## config.mk

```make
export PLATFORM = sky130hd
export DESIGN_NAME = fir_tap_load_ctrl
export DESIGN_NICKNAME = d
export VERILOG_FILES = /design/src/rtl/fir_tap_load_ctrl.sv
export SDC_FILE = /design/constraint.sdc
export NUM_CORES = 1
export LEC_CHECK = 0
export CAP_MARGIN = 5
export CORE_MARGIN = 2
export CORE_UTILIZATION = 45
export DETAILED_ROUTE_END_ITERATION = 16
export PLACE_DENSITY = 0.83
export REMOVE_ABC_BUFFERS = 1
export SLEW_MARGIN = 20
export SYNTH_ARGS = -nofsm -noshare
export SYNTH_HDL_FRONTEND = slang
export SYNTH_SLANG_ARGS = --single-unit
```

## constraint.sdc

```tcl
create_clock -name clk_sys_i -period 3.33 [get_ports clk_sys_i]
set_input_delay 0.666 -clock clk_sys_i [delete_from_list [all_inputs] [get_ports clk_sys_i]]
set_output_delay 0.666 -clock clk_sys_i [all_outputs]
set_load 0.05 [all_outputs]
```

## src/rtl/fir_tap_load_ctrl.sv

```systemverilog
// FIR coefficient load controller: fills the shadow bank of a double-banked
// tap RAM from the decoder's tap-write stream, validates the tap count and
// swaps the active bank only on a FIR-safe sync pulse.
module fir_tap_load_ctrl #(
   parameter int unsigned TAP_NUM        = 32,
   parameter int unsigned TAP_WIDTH      = 16,
   parameter int unsigned TAP_ADDR_WIDTH = 5
) (
   input  logic                      clk_sys_i,
   input  logic                      rst_n_i,
   input  logic                      fir_tap_wr_cmd_i,
   input  logic                      fir_tap_wr_vld_i,
   input  logic [31:0]               fir_tap_wr_data_i,
   input  logic                      fir_sync_i,
   input  logic                      err_clr_i,
   output logic                      tap_ram_we_o,
   output logic [TAP_ADDR_WIDTH:0]   tap_ram_waddr_o,
   output logic [TAP_WIDTH-1:0]      tap_ram_wdata_o,
   output logic                      fir_bank_sel_o,
   output logic                      tap_update_done_o,
   output logic                      tap_err_o,
   output logic                      busy_o
);

   // Counter is one bit wider than the index so it can hold TAP_NUM itself.
   localparam int unsigned CNT_W = TAP_ADDR_WIDTH + 1;
   localparam logic [CNT_W-1:0] TAP_NUM_C = CNT_W'(TAP_NUM);

   typedef enum logic [2:0] {
      ST_IDLE,
      ST_LOAD,
      ST_TAIL,
      ST_CHECK,
      ST_WAIT_SWAP
   } state_t;

   state_t                    state_q, state_nxt;
   logic                      cmd_q;
   logic [CNT_W-1:0]          cnt_q, cnt_nxt;
   logic                      ovf_q, ovf_nxt;
   logic                      we_nxt;
   logic [TAP_ADDR_WIDTH:0]   waddr_nxt;
   logic [TAP_WIDTH-1:0]      wdata_nxt;
   logic                      bank_nxt;
   logic                      done_nxt;
   logic                      err_nxt;
   logic                      busy_nxt;
   logic                      cmd_rise_c;
   logic                      unused_data;

   // Upper data bits carry nothing for this tap width.
   assign unused_data = ^fir_tap_wr_data_i[31:TAP_WIDTH];

   assign cmd_rise_c = fir_tap_wr_cmd_i & ~cmd_q;

   // Next-state and next-output logic.
   always_comb begin
      state_nxt = state_q;
      cnt_nxt   = cnt_q;
      ovf_nxt   = ovf_q;
      we_nxt    = 1'b0;
      waddr_nxt = tap_ram_waddr_o;
      wdata_nxt = tap_ram_wdata_o;
      bank_nxt  = fir_bank_sel_o;
      done_nxt  = 1'b0;
      err_nxt   = tap_err_o & ~err_clr_i;

      case (state_q)
         ST_IDLE: begin
            if (cmd_rise_c) begin
               state_nxt = ST_LOAD;
               cnt_nxt   = '0;
               ovf_nxt   = 1'b0;
            end
         end
         ST_LOAD, ST_TAIL: begin
            if (fir_tap_wr_vld_i) begin
               if (cnt_q < TAP_NUM_C) begin
                  we_nxt    = 1'b1;
                  waddr_nxt = {~fir_bank_sel_o, cnt_q[TAP_ADDR_WIDTH-1:0]};
                  wdata_nxt = fir_tap_wr_data_i[TAP_WIDTH-1:0];
                  cnt_nxt   = cnt_q + CNT_W'(1);
               end else begin
                  ovf_nxt = 1'b1;
               end
            end
            // The tail cycle catches a strobe trailing the command fall.
            if (state_q == ST_TAIL) begin
               state_nxt = ST_CHECK;
            end else if (!fir_tap_wr_cmd_i) begin
               state_nxt = ST_TAIL;
            end
         end
         ST_CHECK: begin
            if ((cnt_q == TAP_NUM_C) && !ovf_q) begin
               state_nxt = ST_WAIT_SWAP;
            end else begin
               err_nxt   = 1'b1;
               state_nxt = ST_IDLE;
            end
         end
         ST_WAIT_SWAP: begin
            // A new frame cancels the pending swap and reloads the same bank.
            if (cmd_rise_c) begin
               state_nxt = ST_LOAD;
               cnt_nxt   = '0;
               ovf_nxt   = 1'b0;
            end else if (fir_sync_i) begin
               bank_nxt  = ~fir_bank_sel_o;
               done_nxt  = 1'b1;
               state_nxt = ST_IDLE;
            end
         end
         default: begin
            state_nxt = ST_IDLE;
         end
      endcase

      busy_nxt = (state_nxt != ST_IDLE);
   end

   // State and registered outputs.
   always_ff @(posedge clk_sys_i or negedge rst_n_i) begin
      if (!rst_n_i) begin
         state_q           <= ST_IDLE;
         cmd_q             <= 1'b0;
         cnt_q             <= '0;
         ovf_q             <= 1'b0;
         tap_ram_we_o      <= 1'b0;
         tap_ram_waddr_o   <= '0;
         tap_ram_wdata_o   <= '0;
         fir_bank_sel_o    <= 1'b0;
         tap_update_done_o <= 1'b0;
         tap_err_o         <= 1'b0;
         busy_o            <= 1'b0;
      end else begin
         state_q           <= state_nxt;
         cmd_q             <= fir_tap_wr_cmd_i;
         cnt_q             <= cnt_nxt;
         ovf_q             <= ovf_nxt;
         tap_ram_we_o      <= we_nxt;
         tap_ram_waddr_o   <= waddr_nxt;
         tap_ram_wdata_o   <= wdata_nxt;
         fir_bank_sel_o    <= bank_nxt;
         tap_update_done_o <= done_nxt;
         tap_err_o         <= err_nxt;
         busy_o            <= busy_nxt;
      end
   end

endmodule
```

* Word level (Yosys, flattened, before mapping)
Cells that the tools add are included.
** Word-level totals
- Logic and storage cells :: 62
- Register bits after elaboration :: 38
** Operators by class
- Eq/ne operators :: 9
- $add $sub $neg :: 1
- $lt $le $gt $ge :: 1
- Bitwise operators :: 6
- Multiplexer cells :: 23
- Reduce and logical (&&, ||, !) cells :: 11
** Operator list (count)
- $mux 3 :: 6
- $mux 6 :: 3
- $pmux 3 s4 :: 1
- $pmux 6 s2 :: 1
- $mux 1 :: 11
- $reduce_and 4->1 :: 2
- $add 6x1->6 const B :: 1
- $eq 3x2->1 const B :: 2
- $eq 6x6->1 const B :: 1
- $lt 6x6->1 const B :: 1
- $ne 2x2->1 const B :: 3
- $reduce_and 3->1 :: 2
- $not 1->1 :: 4
- $reduce_or 2->1 :: 2
- $eq 3x1->1 const B :: 1
- $eq 3x3->1 const B :: 1
- $logic_not 3->1 :: 1
- $reduce_bool 3->1 :: 1
- $and 1x1->1 :: 2
- $ne 2x1->1 const B :: 1
- $pmux 1 s2 :: 1
- $reduce_bool 2->1 :: 1
- $logic_and 1x1->1 :: 1
- $logic_not 1->1 :: 1

* Depth between registers and ports, before layout
Gate-level depths: netlist of the first run.
- Word-level depth :: 5
- Depth in mapped cells :: 7

* Worst setup path before layout of the first run
No wires, ideal clock.
- Path kind :: input port to flip-flop
- Start point :: in fir_tap_wr_vld_i
- End point :: reg cnt_q[3]
- Path buffers :: 1
- Cell stages on the path :: 4
- Setup slack :: 1.517 ns
- Required time :: 3.206 ns
- Arrival :: 1.689 ns
- Cell sequence :: or4b_1 -> buf_2 -> o221a_1 -> a211o_1
** Between the ends
- Cells in the longest elaborated chain, start to end :: 2
** Ends and longest elaborated chain
- from (decl) :: RTL line 12 : input logic fir_tap_wr_vld_i,
- $ne 2x2->1 (no source line)
- $reduce_and 4->1 (no source line)
- to (signal assigned) :: RTL line 139 : cnt_q <= cnt_nxt;
- to (decl) :: RTL line 39 : logic [CNT_W-1:0] cnt_q, cnt_nxt;
Every way passes these cells.
A chain may end at the register's enable or synchronous reset.

* Worst setup path after layout of the first run
- Start point :: reg fir_bank_sel_o
- End point :: out fir_bank_sel_o
** RTL lines
- from (decl) :: RTL line 19 : output logic fir_bank_sel_o,
- from (signal assigned) :: RTL line 144 : fir_bank_sel_o <= bank_nxt;
No word-level cell between the ends.

==> flow_metrics.env, run 1 <==
export IMPL_drive_gt1_frac=0.05116
export IMPL_cpMaxStageDelayCell="sky130_fd_sc_hd__clkdlybuf4s50_1"
export IMPL_cts_root_buffer="sky130_fd_sc_hd__clkbuf_4"
export IMPL_rows=21
export IMPL_synthDistinctLibCells=32
export IMPL_holdWs_ns=0.4157
export IMPL_post_synthesis_instance_area_um2=1589
export IMPL_gr_usage_all_layers=0.1798
export IMPL_number_of_remaining_drc_errors=0
export IMPL_start_util=0.4725
export IMPL_worstRegToRegCells=5
export IMPL_outcome="complete, no violations"
export IMPL_core_area_um2=3363
export IMPL_design_final_nets=254
export IMPL_synth_top_cell_area_share=0.5984
export IMPL_setup_tns_ns=0
export IMPL_worst_setup_path_type="reg -> out"
export IMPL_synth_enable_flop_cells=0
export IMPL_cp_required_ns=2.66
export IMPL_crit_path_cell_count=1
export IMPL_finClkSkew_ns=0.006468
export IMPL_dpl_cell_area_um2=2093
export IMPL_via_per_inst=5.019
export IMPL_stdcell_count=261
export IMPL_final_antenna_net_count=0
export IMPL_gpl_final_weighted_congestion=0.7667
export IMPL_path_clk_slew_ns=0.11
export IMPL_worst_path_buf_inv=1
export IMPL_sequential_cell_area_um2=950.9
export IMPL_detailed_placement_hpwl_mm=2.272
export IMPL_synthesized_flop_and_latch_total=38
export IMPL_finalSetupViolations=0
export IMPL_powerDensity_nw_per_um2=1072
export IMPL_cp_start_kind="flop"
export IMPL_chipWidth_um=63.43
export IMPL_yosys_area_top_type="sky130_fd_sc_hd__dfrtp_1"
export IMPL_boundaryPins=65
export IMPL_cts_resized=0
export IMPL_synth_top_cells_by_area="sky130_fd_sc_hd__dfrtp_1 60%, sky130_fd_sc_hd__nand2_1 16%, sky130_fd_sc_hd__o21ai_0 2.2%"
export IMPL_tritoncts_clock_tree="built"
export IMPL_vias=1310
export IMPL_top_cells_by_instance_count_after_synthesis="68 x sky130_fd_sc_hd__nand2_1, 38 x sky130_fd_sc_hd__dfrtp_1, 7 x sky130_fd_sc_hd__o21ai_0"
export IMPL_final_max_slew_viol_count=0
export IMPL_clk_path_buf_depth=2
export IMPL_static_leakage_power_nw=1.040
export IMPL_overflow=0
export IMPL_maximum_vdd_drop_mv=0.4696
export IMPL_post_cts_setup_buffers=0
export IMPL_drt_pre_antenna_iters=4
export IMPL_number_of_global_route_vias_before_repair=1328
export IMPL_area_growth_syn_to_layout_pct=35.51
export IMPL_cts_hold_repair_buffers=0
export IMPL_fin_area_um2=2153
export IMPL_worst_skew_pair_later_pin_latency_ns=0.33
export IMPL_antenna_found_initial=0
export IMPL_largest_stage_delay_on_the_critical_path_ns=0.82
export IMPL_synth_area_per_cell_um2=9.630
export IMPL_tritoncts_num_buffers=5
export IMPL_critical_path_top_delay_family="buffers and inverters"
export IMPL_critical_path_endpoint_type="output pin"
export IMPL_portBuffers=48
export IMPL_wire_per_inst_um=12.53
export IMPL_final_hold_violation_count=0
export IMPL_synth_warnings=0
export IMPL_max_slew_margin=0.4557
export IMPL_synth_most_common_cell="sky130_fd_sc_hd__nand2_1"
export IMPL_grt_setup_unrepaired="no"
export IMPL_timing_hold_worst_class="in -> async"
export IMPL_dominantRegCellSynth="sky130_fd_sc_hd__dfrtp_1"
export IMPL_antenna_diode_count=0
export IMPL_route_final_wire_length_mm=3.271
export IMPL_worst_ep_arrival_time_ns=1.55
export IMPL_final_min_period_over_clock_period=0.6652
export IMPL_max_cap_viol_count=0
export IMPL_timing_critical_path_cells="clkdlybuf4s50_1"
export IMPL_synth_sequential_area_ratio=0.5984
export IMPL_gate_count_of_the_mapped_netlist=165
export IMPL_crit_path_max_fanout=3
export IMPL_max_clock_freq_mhz=451.5
export IMPL_dieHeight_um=63.43
export IMPL_post_route_min_period_ns=2.215
export IMPL_clock_net_sink_count=38
export IMPL_place_detailed_instances=253
export IMPL_grt_pass1_wl_mm=5.678
export IMPL_fp_dieArea_um2=4023
export IMPL_cts_htree_levels=2
export IMPL_grt_start_max_net_pins=39
export IMPL_multi_input_comb_area_um2=575.6
export IMPL_drt_iter0_markers=57
export IMPL_layout_filler_cells=280
export IMPL_postSynth_asyncResetShare=1.000
export IMPL_worst_slew_pin_slew_ns=0.8165
-- layer usage --
metal / GRT usage / up-vias / part of all wire / routed length [um]
met4: 0.07065 / 0 / 0.012 / 38
met2: 0.2934 / 40 / 0.48 / 1583
met1: 0.2171 / 622 / 0.44 / 1455
met5: 0 / - / 0 / 0
met3: 0.06429 / 5 / 0.059 / 193
li1: - / 643 / - / -
-- sequential cells by signal, summed over array words and instances (netlist names) --
signal             cells
tap_err_o              1
fir_bank_sel_o         1
state_q                3
cmd_q                  1
tap_ram_waddr_o        6
tap_ram_wdata_o       16
busy_o                 1
tap_update_done_o      1
tap_ram_we_o           1
cnt_q                  6
ovf_q                  1
-- cells by family after synthesis --
family                   synth area share
AO/OA/AOI/OAI                     0.07402
XOR/XNOR                          0.01103
adder cells (fa/ha/maj)           0.01575
buffers and inverters             0.03936
flip-flops                         0.5984
multiplexers                      0.01890
AND/OR/NAND/NOR                    0.2425
-- cells in the final DEF (no fill, tap or decap), types with 2 or more instances in the layout --
| master | synthesis | final |
|---|---|---|
| sky130_fd_sc_hd__a211o_1 | 2 | 2 |
| sky130_fd_sc_hd__buf_4 | 0 | 2 |
| sky130_fd_sc_hd__clkbuf_4 | 0 | 5 |
| sky130_fd_sc_hd__clkdlybuf4s50_1 | 0 | 47 |
| sky130_fd_sc_hd__dfrtp_1 | 38 | 38 |
| sky130_fd_sc_hd__ha_1 | 2 | 2 |
| sky130_fd_sc_hd__inv_1 | 4 | 4 |
| sky130_fd_sc_hd__mux2i_1 | 3 | 3 |
| sky130_fd_sc_hd__nand2_1 | 68 | 68 |
| sky130_fd_sc_hd__nand3_1 | 4 | 4 |
| sky130_fd_sc_hd__nand4_1 | 2 | 2 |
| sky130_fd_sc_hd__nor2_1 | 5 | 5 |
| sky130_fd_sc_hd__nor2b_1 | 3 | 3 |
| sky130_fd_sc_hd__nor4b_1 | 2 | 2 |
| sky130_fd_sc_hd__o21ai_0 | 7 | 7 |
-- stage by stage --
stage                       util  worst slack [ns]  power (mW)
after floorplan                -             1.028       1.631
after global placement    0.6224            0.9662       2.047
after detailed placement  0.6224            0.9396       2.082
after CTS                 0.6403             1.088       2.329
after global routing      0.6403             1.028       2.469
final                     0.6403             1.115       2.309
-- layout make-up --
| cell class | count | area share |
|---|---|---|
| multi-input combinational | 114 | 0.2673 |
| clock buffer | 7 | 0.02557 |
| clock inverter | 1 | 0.002324 |
| sequential | 38 | 0.4416 |
| inverter | 5 | 0.008716 |
| timing repair buffer | 50 | 0.2278 |
| tap | 46 | 0.02673 |
-- where the power goes --
group	internal, mW	switching [mW]
clock network	0.102	0.140
registers	0.648	0.148
logic	0.429	0.841
-- worst paths after layout --
| path | start | endpoint | slack [ns] |
|---|---|---|---|
| min | rst_n_i | tap_err_o$_DFF_PN0_ | 0.42 |
| max reg2reg | state_q[0]$_DFF_PN0_ | cnt_q[2]$_DFFE_PN0P_ | 1.30 |
| max | fir_bank_sel_o$_DFFE_PN0P_ | fir_bank_sel_o | 1.11 |
| min reg2reg | tap_ram_wdata_o[9]$_DFFE_PN0P_ | tap_ram_wdata_o[9]$_DFFE_PN0P_ | 0.48 |
| max in group asynchronous | rst_n_i | tap_ram_wdata_o[7]$_DFFE_PN0P_ | 2.40 |
| min in group clk_sys_i | tap_ram_wdata_o[9]$_DFFE_PN0P_ | tap_ram_wdata_o[9]$_DFFE_PN0P_ | 0.48 |
(Power assumes the default switching activity.)
==> run 2: changes to the inputs <==
Settings changed: CORE_UTILIZATION 45 to 42, PLACE_DENSITY 0.83 to 0.78.
Clock period 3.33 ns to 2.06 ns, I/O delays scaled along.
==> run 2 against run 1 <==
  * Global-route usage decreased by 0.43 points
  * Clock-buffer cell count decreased by 1
  * Non-clock buffer count increased by 6
  * Combinational power increased by 73%
  * Cell count increased by 2.7%
  * Die area increased by 6.7%
  * Critical path depth unchanged
  * Setup slack got worse by 0.96 ns
  * First-iteration DRC count decreased by 5.3%
  * Clock power increased to 2.6 times the previous value
  * Hold slack got worse by 0.26 ns
  * Largest cell class unchanged
==> flow_metrics.env, run 2 (synthesized netlist as in run 1, its figures left out) <==
export IMPL_outcome="complete, no violations"
export IMPL_timing_critical_path_from="fir_bank_sel_o$_DFFE_PN0P_"
export IMPL_final_antenna_net_count=0
export IMPL_detailed_placement_hpwl_mm=2.298
export IMPL_finalSetupViolations=0
export IMPL_powerDensity_nw_per_um2=1801
export IMPL_path_clk_slew_ns=0.07
export IMPL_core_area_um2=3661
export IMPL_largest_stage_delay_on_the_critical_path_ns=0.82
export IMPL_layout_commonest_cell="sky130_fd_sc_hd__nand2_1"
export IMPL_antenna_diode_count=0
export IMPL_clk_path_buf_depth=2
export IMPL_dieHeight_um=65.51
export IMPL_cts_root_buffer="sky130_fd_sc_hd__clkbuf_8"
export IMPL_drt_pre_antenna_iters=4
export IMPL_fin_total_pwr_mw=4.082
export IMPL_max_flop_register="tap_ram_wdata_o"
export IMPL_gpl_final_weighted_congestion=0.7683
export IMPL_final_cell_mix="68 x sky130_fd_sc_hd__nand2_1, 47 x sky130_fd_sc_hd__clkdlybuf4s50_1, 38 x sky130_fd_sc_hd__dfrtp_1, 7 x sky130_fd_sc_hd__o21ai_0, 7 x sky130_fd_sc_hd__buf_4"
export IMPL_worst_path_buf_inv=1
export IMPL_cp_start_kind="flop"
export IMPL_design_final_nets=260
export IMPL_r2r_end="cnt_q[2]$_DFFE_PN0P_"
export IMPL_static_leakage_power_nw=1.096
export IMPL_finalCoreUtilization=0.6189
export IMPL_cts_resized=0
export IMPL_timing_hold_worst_class="in -> async"
export IMPL_rows=22
export IMPL_worstRegToRegCells=5
export IMPL_area_growth_syn_to_layout_pct=42.60
export IMPL_cts_htree_levels=2
export IMPL_critical_path_top_delay_family="buffers and inverters"
export IMPL_portBuffers=48
export IMPL_max_clock_freq_mhz=525.9
export IMPL_grt_start_max_net_pins=39
export IMPL_clock_net_sink_count=38
export IMPL_overflow=0
export IMPL_final_max_slew_viol_count=0
export IMPL_route_final_wire_length_mm=3.270
export IMPL_final_min_period_over_clock_period=0.9231
export IMPL_launching_point_of_the_worst_reg2reg_path="state_q[0]$_DFF_PN0_"
export IMPL_crit_path_cell_count=1
export IMPL_worst_skew_pair_later_pin_latency_ns=0.29
export IMPL_cp_required_ns=1.65
export IMPL_post_route_min_period_ns=1.902
export IMPL_gr_usage_all_layers=0.1755
export IMPL_critical_path_endpoint_type="output pin"
export IMPL_start_util=0.4340
export IMPL_via_per_inst=4.832
export IMPL_largest_register_ffs=16
export IMPL_drt_iter0_markers=54
export IMPL_worst_ep_arrival_time_ns=1.49
export IMPL_grt_pass1_wl_mm=5.602
export IMPL_boundaryPins=65
export IMPL_max_slew_margin=0.6616
export IMPL_drive_gt1_frac=0.07727
export IMPL_maximum_vdd_drop_mv=0.6996
export IMPL_layout_filler_cells=309
export IMPL_number_of_remaining_drc_errors=0
export IMPL_layout_top_registers="tap_ram_wdata_o x16, cnt_q x6, tap_ram_waddr_o x6"
export IMPL_worst_setup_path_endpoint="fir_bank_sel_o"
export IMPL_vias=1295
export IMPL_wire_per_inst_um=12.20
export IMPL_crit_path_max_fanout=3
export IMPL_worst_slew_pin_slew_ns=0.5061
export IMPL_number_of_global_route_vias_before_repair=1247
export IMPL_max_cap_viol_count=0
export IMPL_chipWidth_um=65.51
export IMPL_cts_hold_repair_buffers=0
export IMPL_timing_critical_path_cells="clkdlybuf4s50_1"
export IMPL_antenna_found_initial=0
export IMPL_worst_setup_path_type="reg -> out"
export IMPL_tritoncts_num_buffers=5
export IMPL_worst_r2r_setup_slack_ns=0.29
export IMPL_final_hold_violation_count=0
export IMPL_fp_dieArea_um2=4292
export IMPL_post_cts_setup_buffers=0
export IMPL_tritoncts_clock_tree="built"
export IMPL_grt_setup_unrepaired="no"
export IMPL_cpMaxStageDelayCell="sky130_fd_sc_hd__clkdlybuf4s50_1"
export IMPL_finClkSkew_ns=0.006033
==> run 2: changes by cell type in the layout (fill, tap and decap cells not counted), sizes merged <==
cell    change
buf         +6
bufinv      +1
clkbuf      -1
clkinv      -1
==> run 2: through the flow <==
| step | std cells | setup TNS (ns) | hold WS (ns) | cell area [um^2] | setup slack (ns) |
|---|---|---|---|---|---|
| 6_report | 268 | 0 | 0.1512 | 2266 | 0.1583 |
| 5_1_grt | 268 | 0 | 0.1927 | 2266 | 0.1110 |
| 4_1_cts | 268 | 0 | 0.1695 | 2266 | 0.1480 |
| 3_5_place_dp | 261 | -0.02271 | 0.4609 | 2153 | -0.02271 |
| 3_3_place_gp | 261 | 0 | 0.4563 | 2153 | 0.02539 |
| 2_1_floorplan | 157 | -0.6320 | 0.1164 | 1545 | -0.2418 |
==> run 2: area by class of cell <==
cell class,instances,area (um^2),area share
Clock inverter,1,30.03,0.01325
Sequential cell,38,950.9,0.4197
Tap cell,48,60.06,0.02650
Timing Repair Buffer,56,548.0,0.2419
Multi-Input combinational cell,114,575.6,0.2540
Inverter,5,18.77,0.008283
Clock buffer,6,82.58,0.03644
==> run 2: metal layers <==
layer	wire (um)	up-vias	share of wire	GRT usage
met4	70	0	0.021	0.07813
met2	1598	28	0.49	0.2908
met5	0	-	0	0
li1	-	646	-	-
met3	155	5	0.047	0.05651
met1	1445	616	0.44	0.2084
==> run 2: how the worst min path moves through the flow <==
stage               slack, ns                           start                              to  cells past startpoint
floorplan                0.12                         rst_n_i                busy_o$_DFF_PN0_                      0
global placement         0.46  tap_ram_waddr_o[2]$_DFFE_PN0P_  tap_ram_waddr_o[2]$_DFFE_PN0P_                      2
detailed placement       0.46  tap_ram_waddr_o[3]$_DFFE_PN0P_  tap_ram_waddr_o[3]$_DFFE_PN0P_                      2
CTS                      0.17                         rst_n_i  tap_ram_waddr_o[0]$_DFFE_PN0P_                      2
global route             0.19                         rst_n_i  tap_ram_waddr_o[0]$_DFFE_PN0P_                      2
finish                   0.15                         rst_n_i  tap_ram_waddr_o[0]$_DFFE_PN0P_                      2
==> run 2: report_power, final <==
part | internal, mW | switching, mW | total, mW
Combinational | 0.780 | 1.42 | 2.20
Clock | 0.387 | 0.246 | 0.633
Sequential | 1.05 | 0.195 | 1.25
==> run 3: changes to the inputs <==
Settings changed: CAP_MARGIN 5 to 40.
==> results of run 3 <==
No change in the layout: final DEF, timing and power equal those of run 2.
==> RTL change 1, RTL diff (config.mk and constraints of run 3) <==
Change the parameter `TAP_ADDR_WIDTH` from 5 to 6.
--- a/src/rtl/fir_tap_load_ctrl.sv
+++ b/src/rtl/fir_tap_load_ctrl.sv
@@ -5,5 +5,5 @@
    parameter int unsigned TAP_NUM        = 32,
    parameter int unsigned TAP_WIDTH      = 16,
-   parameter int unsigned TAP_ADDR_WIDTH = 5
+   parameter int unsigned TAP_ADDR_WIDTH = 6
 ) (
    input  logic                      clk_sys_i,
Interface: changed (resized tap_ram_waddr_o); port bits go from 65 to 66. No check against the original RTL was run, so the function may have changed too.
==> RTL change 1 against run 3 <==
  * Design area up 3.4%
  * Power down 3.6%
  * Sequential cell count up 2
  * Register-to-register slack better by 120 ps
  * Setup slack worse by 11 ps
  * Wire length down 5.2%
  * Critical endpoint unchanged
  * Largest cell class unchanged
  * Maximum frequency down 0.57%
  * Highest routed layer is now met3
  * Area after synthesis up 7.2%
  * Critical path type unchanged
  * Largest power group unchanged
  * Worst hold slack better by 25 ps
==> RTL change 1: results <==
[drt]
wl_per_cell_um = 13.25
drt_iter0_drc = 70
vias_per_cell = 4.927

[sta]
worst_slew_pin_slew_ps = 511.1

[critical_path]
r2r_start = "state_q[1]"
rrSetupSlack_ps = 410
rr_worst_depth = 4

[synthesis]
ys_top_cells_by_count = "dfrtp_1, mux2_4, nand2_1, nand3_1, o21ai_0"
synth_area_leaders = "dfrtp_1, mux2_4, nand2_1, nand3_1, o21ai_0"
seq_area_frac_synth = 0.5878
async_reset_ff_frac = 1.000
ys_types = 33

[run_status]
outcome = "finished, final reports clean"

[pwr]
vdd_drop_max_uv = 863.7
p_leak_nw = 1.101
internal_power_mw = 2.203

[global_route]
grt_use_met2 = 0.2328
grt_pass1_wl_um = 4892
gr-usage-all-layers = 0.1420
gr-usage-met3 = 0.05000

[final_layout]
top_regs = "tap_ram_wdata_o x16, cnt_q x7, tap_ram_waddr_o x7"

[place]
gp_congestion = 0.7715
numPortBuffers = 49
hpwlAfterDp_um = 2261

[cts]
cts_setup_buffers = 0
[RTL change 1: cell count changes after synthesis, moves of 3 or more]
cell            run 3  this run
nand2_1            68        10
mux2_4              0        17
buf_2               5         0
nand3_1             4         7
[RTL change 1: final cells by class]
type / count / area (sq um)
fillers: 316 / 1599
clock inverters: 3 / 18.77
well taps: 50 / 62.56
inverters: 6 / 22.52
repair buffers: 53 / 528.0
flip-flops and latches: 40 / 1001
multi-input cells: 77 / 641.9
clock buffers: 5 / 68.82
[RTL change 1: how the worst min path moves through the flow]
stage                             startpoint             endpoint  slack, ps  cells past startpoint
after global routing                 rst_n_i  tap_ram_wdata_o[13]        200                      2
after floorplan                      rst_n_i               busy_o        120                      0
after detailed placement  tap_ram_waddr_o[0]   tap_ram_waddr_o[0]        470                      2
after global placement                 ovf_q                ovf_q        460                      2
final                                rst_n_i   tap_ram_wdata_o[4]        180                      2
after CTS                            rst_n_i   tap_ram_waddr_o[2]        180                      2
[RTL change 1: cells by family after synthesis]
group           synth area share
flops                     0.5878
xor+xnor                 0.01470
mux                       0.1690
buf+inv                  0.03526
fa+ha+maj                0.01469
simple gates              0.1242
compound gates           0.05437
[RTL change 1: power groups by stage]
| stage | clock (mW) | sequential [mW] | combinational, mW |
|---|---|---|---|
| 3_5_place_dp | 0 | 1.27 | 2.20 |
| 5_1_grt | 0.554 | 1.30 | 2.31 |
| 6_report | 0.488 | 1.25 | 2.19 |
| 4_1_cts | 0.511 | 1.26 | 2.22 |
| 3_3_place_gp | 0 | 1.25 | 2.16 |
| 2_1_floorplan | 0 | 2.06 | 0.696 |
[RTL change 1: per-layer routing]
layer | vias to the layer above | wire length, um
met5 | - | 0
met4 | 0 | 0
li1 | 551 | -
met2 | 43 | 1512
met1 | 559 | 1350
met3 | 0 | 239
[RTL change 1: metrics by stage]
stage	total power [mW]	cells	area, sq um	setup WS (ps)
6_report	3.935	234	2344	147.5
5_1_grt	4.162	234	2344	95.98
4_1_cts	3.988	234	2344	135.4
3_5_place_dp	3.475	226	2256	61.89
3_3_place_gp	3.413	226	2256	105.0
2_1_floorplan	2.759	123	1665	271.6
==> RTL change 2, RTL diff (config.mk and constraints of run 3) <==
Without the edit above. Remove the register `tap_update_done_o`: a continuous assignment takes its place, so the output `tap_update_done_o` follows one clock earlier.
--- a/src/rtl/fir_tap_load_ctrl.sv
+++ b/src/rtl/fir_tap_load_ctrl.sv
@@ -131,5 +131,4 @@
          tap_ram_wdata_o   <= '0;
          fir_bank_sel_o    <= 1'b0;
-         tap_update_done_o <= 1'b0;
          tap_err_o         <= 1'b0;
          busy_o            <= 1'b0;
@@ -143,5 +142,4 @@
          tap_ram_wdata_o   <= wdata_nxt;
          fir_bank_sel_o    <= bank_nxt;
-         tap_update_done_o <= done_nxt;
          tap_err_o         <= err_nxt;
          busy_o            <= busy_nxt;
@@ -149,3 +147,5 @@
    end
 
+   assign tap_update_done_o = done_nxt;
+
 endmodule
Function: same outputs for any inputs over 10 cycles, from zero or initial values and one cycle with rst_n_i low; that may be too few to reach the edited logic, so the function may still have changed.
==> RTL change 2 against run 3 <==
  * Count of clock-buffer cells in the layout decreased by 1
  * Critical path depth increased by 4
  * Area after synthesis decreased by 1.6%
  * Setup slack got worse by 66 ps
  * Global-route usage decreased by 0.30 points
  * Wire length decreased by 0.67%
  * Sequential cell count decreased by 1
  * Power decreased by 4.8%
  * Design area decreased by 0.50%
  * Synthesized cell count decreased by 0.61%
  * Non-clock buffer count increased by 5
  * Register-to-register slack got worse by 60 ps
  * Critical endpoint is now tap_update_done_o
==> RTL change 2: results <==
[final_layout]
layout.nets = 264
finalNonFillerCells = 273
sh_seq_area = 0.4107
multi_input_area_sq_um = 580.6
area_share_clock_buf_inv = 0.03829
n_all_buffers = 61
final_area_sq_um = 2255
drive_above_1_share = 0.1111
fillers = 328
nonClkBufAreaFrac = 0.2586
syn2layout_area_growth_pct = 44.16

[critical_path]
rrSetupSlack_ps = 230
r2r_start = "state_q[2]"
max_stage_delay_ps = 410
cp_max_fo = 2
rr_worst_depth = 4
crit_arrival_ps = 1560
crit_path_end = "tap_update_done_o"
cp-start-kind = "input pin"
critical-path-top-delay-family = "simple AND/OR/NAND/NOR gates"

[synthesis]
avgSynthCellArea_sq_um = 9.537
seq_area_frac_synth = 0.5920
synth_area_leaders = "dfrtp_1, nand2_1, o21ai_0, mux2i_1, buf_2"
synth_seq_cells = 37
ys_top_cells_by_count = "nand2_1, dfrtp_1, o21ai_0, buf_2, nor2_1"

[sta]
max_slew_margin = 0.6603
hold_slack_ps = 79.32
skew_ps = 5.622
worst_slack_ps = 92.42

[global_route]
gr-usage-met3 = 0.03819
grt_pass1_wl_um = 5388
grt_max_degree = 23
grt_use_met2 = 0.2784
gr-usage-all-layers = 0.1725

[run_status]
outcome = "finished, final reports clean"

[drt]
drt_iter0_drc = 56
wl_met2_um = 1626
dr_wl_met3_um = 157
routed_wl_um = 3248
vias = 1297

[place]
dpl_worst_slack_ps = -84.76
hpwlAfterDp_um = 2375
gp_congestion = 0.8104
dpl_cell_area_sq_um = 2163

[pwr]
p_leak_nw = 1.091
vdd_drop_max_uv = 680.2
-- RTL change 2: cell types whose count changed after synthesis, sizes merged --
cell and delta:
dfrtp -1
-- RTL change 2: worst reg2reg max path, stage by stage, from the launching register on --
cell and delay [ps]:
dfrtp_1 460, or4b_1 660, buf_4 190, nor4b_1 320, a211o_1 140
-- RTL change 2: kinds of logic (layout without fill, tap and decap cells) --
| group | after synthesis | after routing | synth area share |
|---|---|---|---|
| adder cells (fa/ha/maj) | 2 | 2 | 0.01600 |
| flip-flops | 37 | 37 | 0.5920 |
| XOR/XNOR | 2 | 2 | 0.01120 |
| AO/OA/AOI/OAI | 17 | 17 | 0.07520 |
| AND/OR/NAND/NOR | 90 | 90 | 0.2464 |
| buffers and inverters | 13 | 74 | 0.03999 |
| multiplexers | 3 | 3 | 0.01920 |
-- RTL change 2: power by group --
group	switching (mW)	total, mW	internal, mW
Clock	0.253	0.486	0.233
Sequential	0.185	1.22	1.03
Combinational	1.42	2.19	0.770
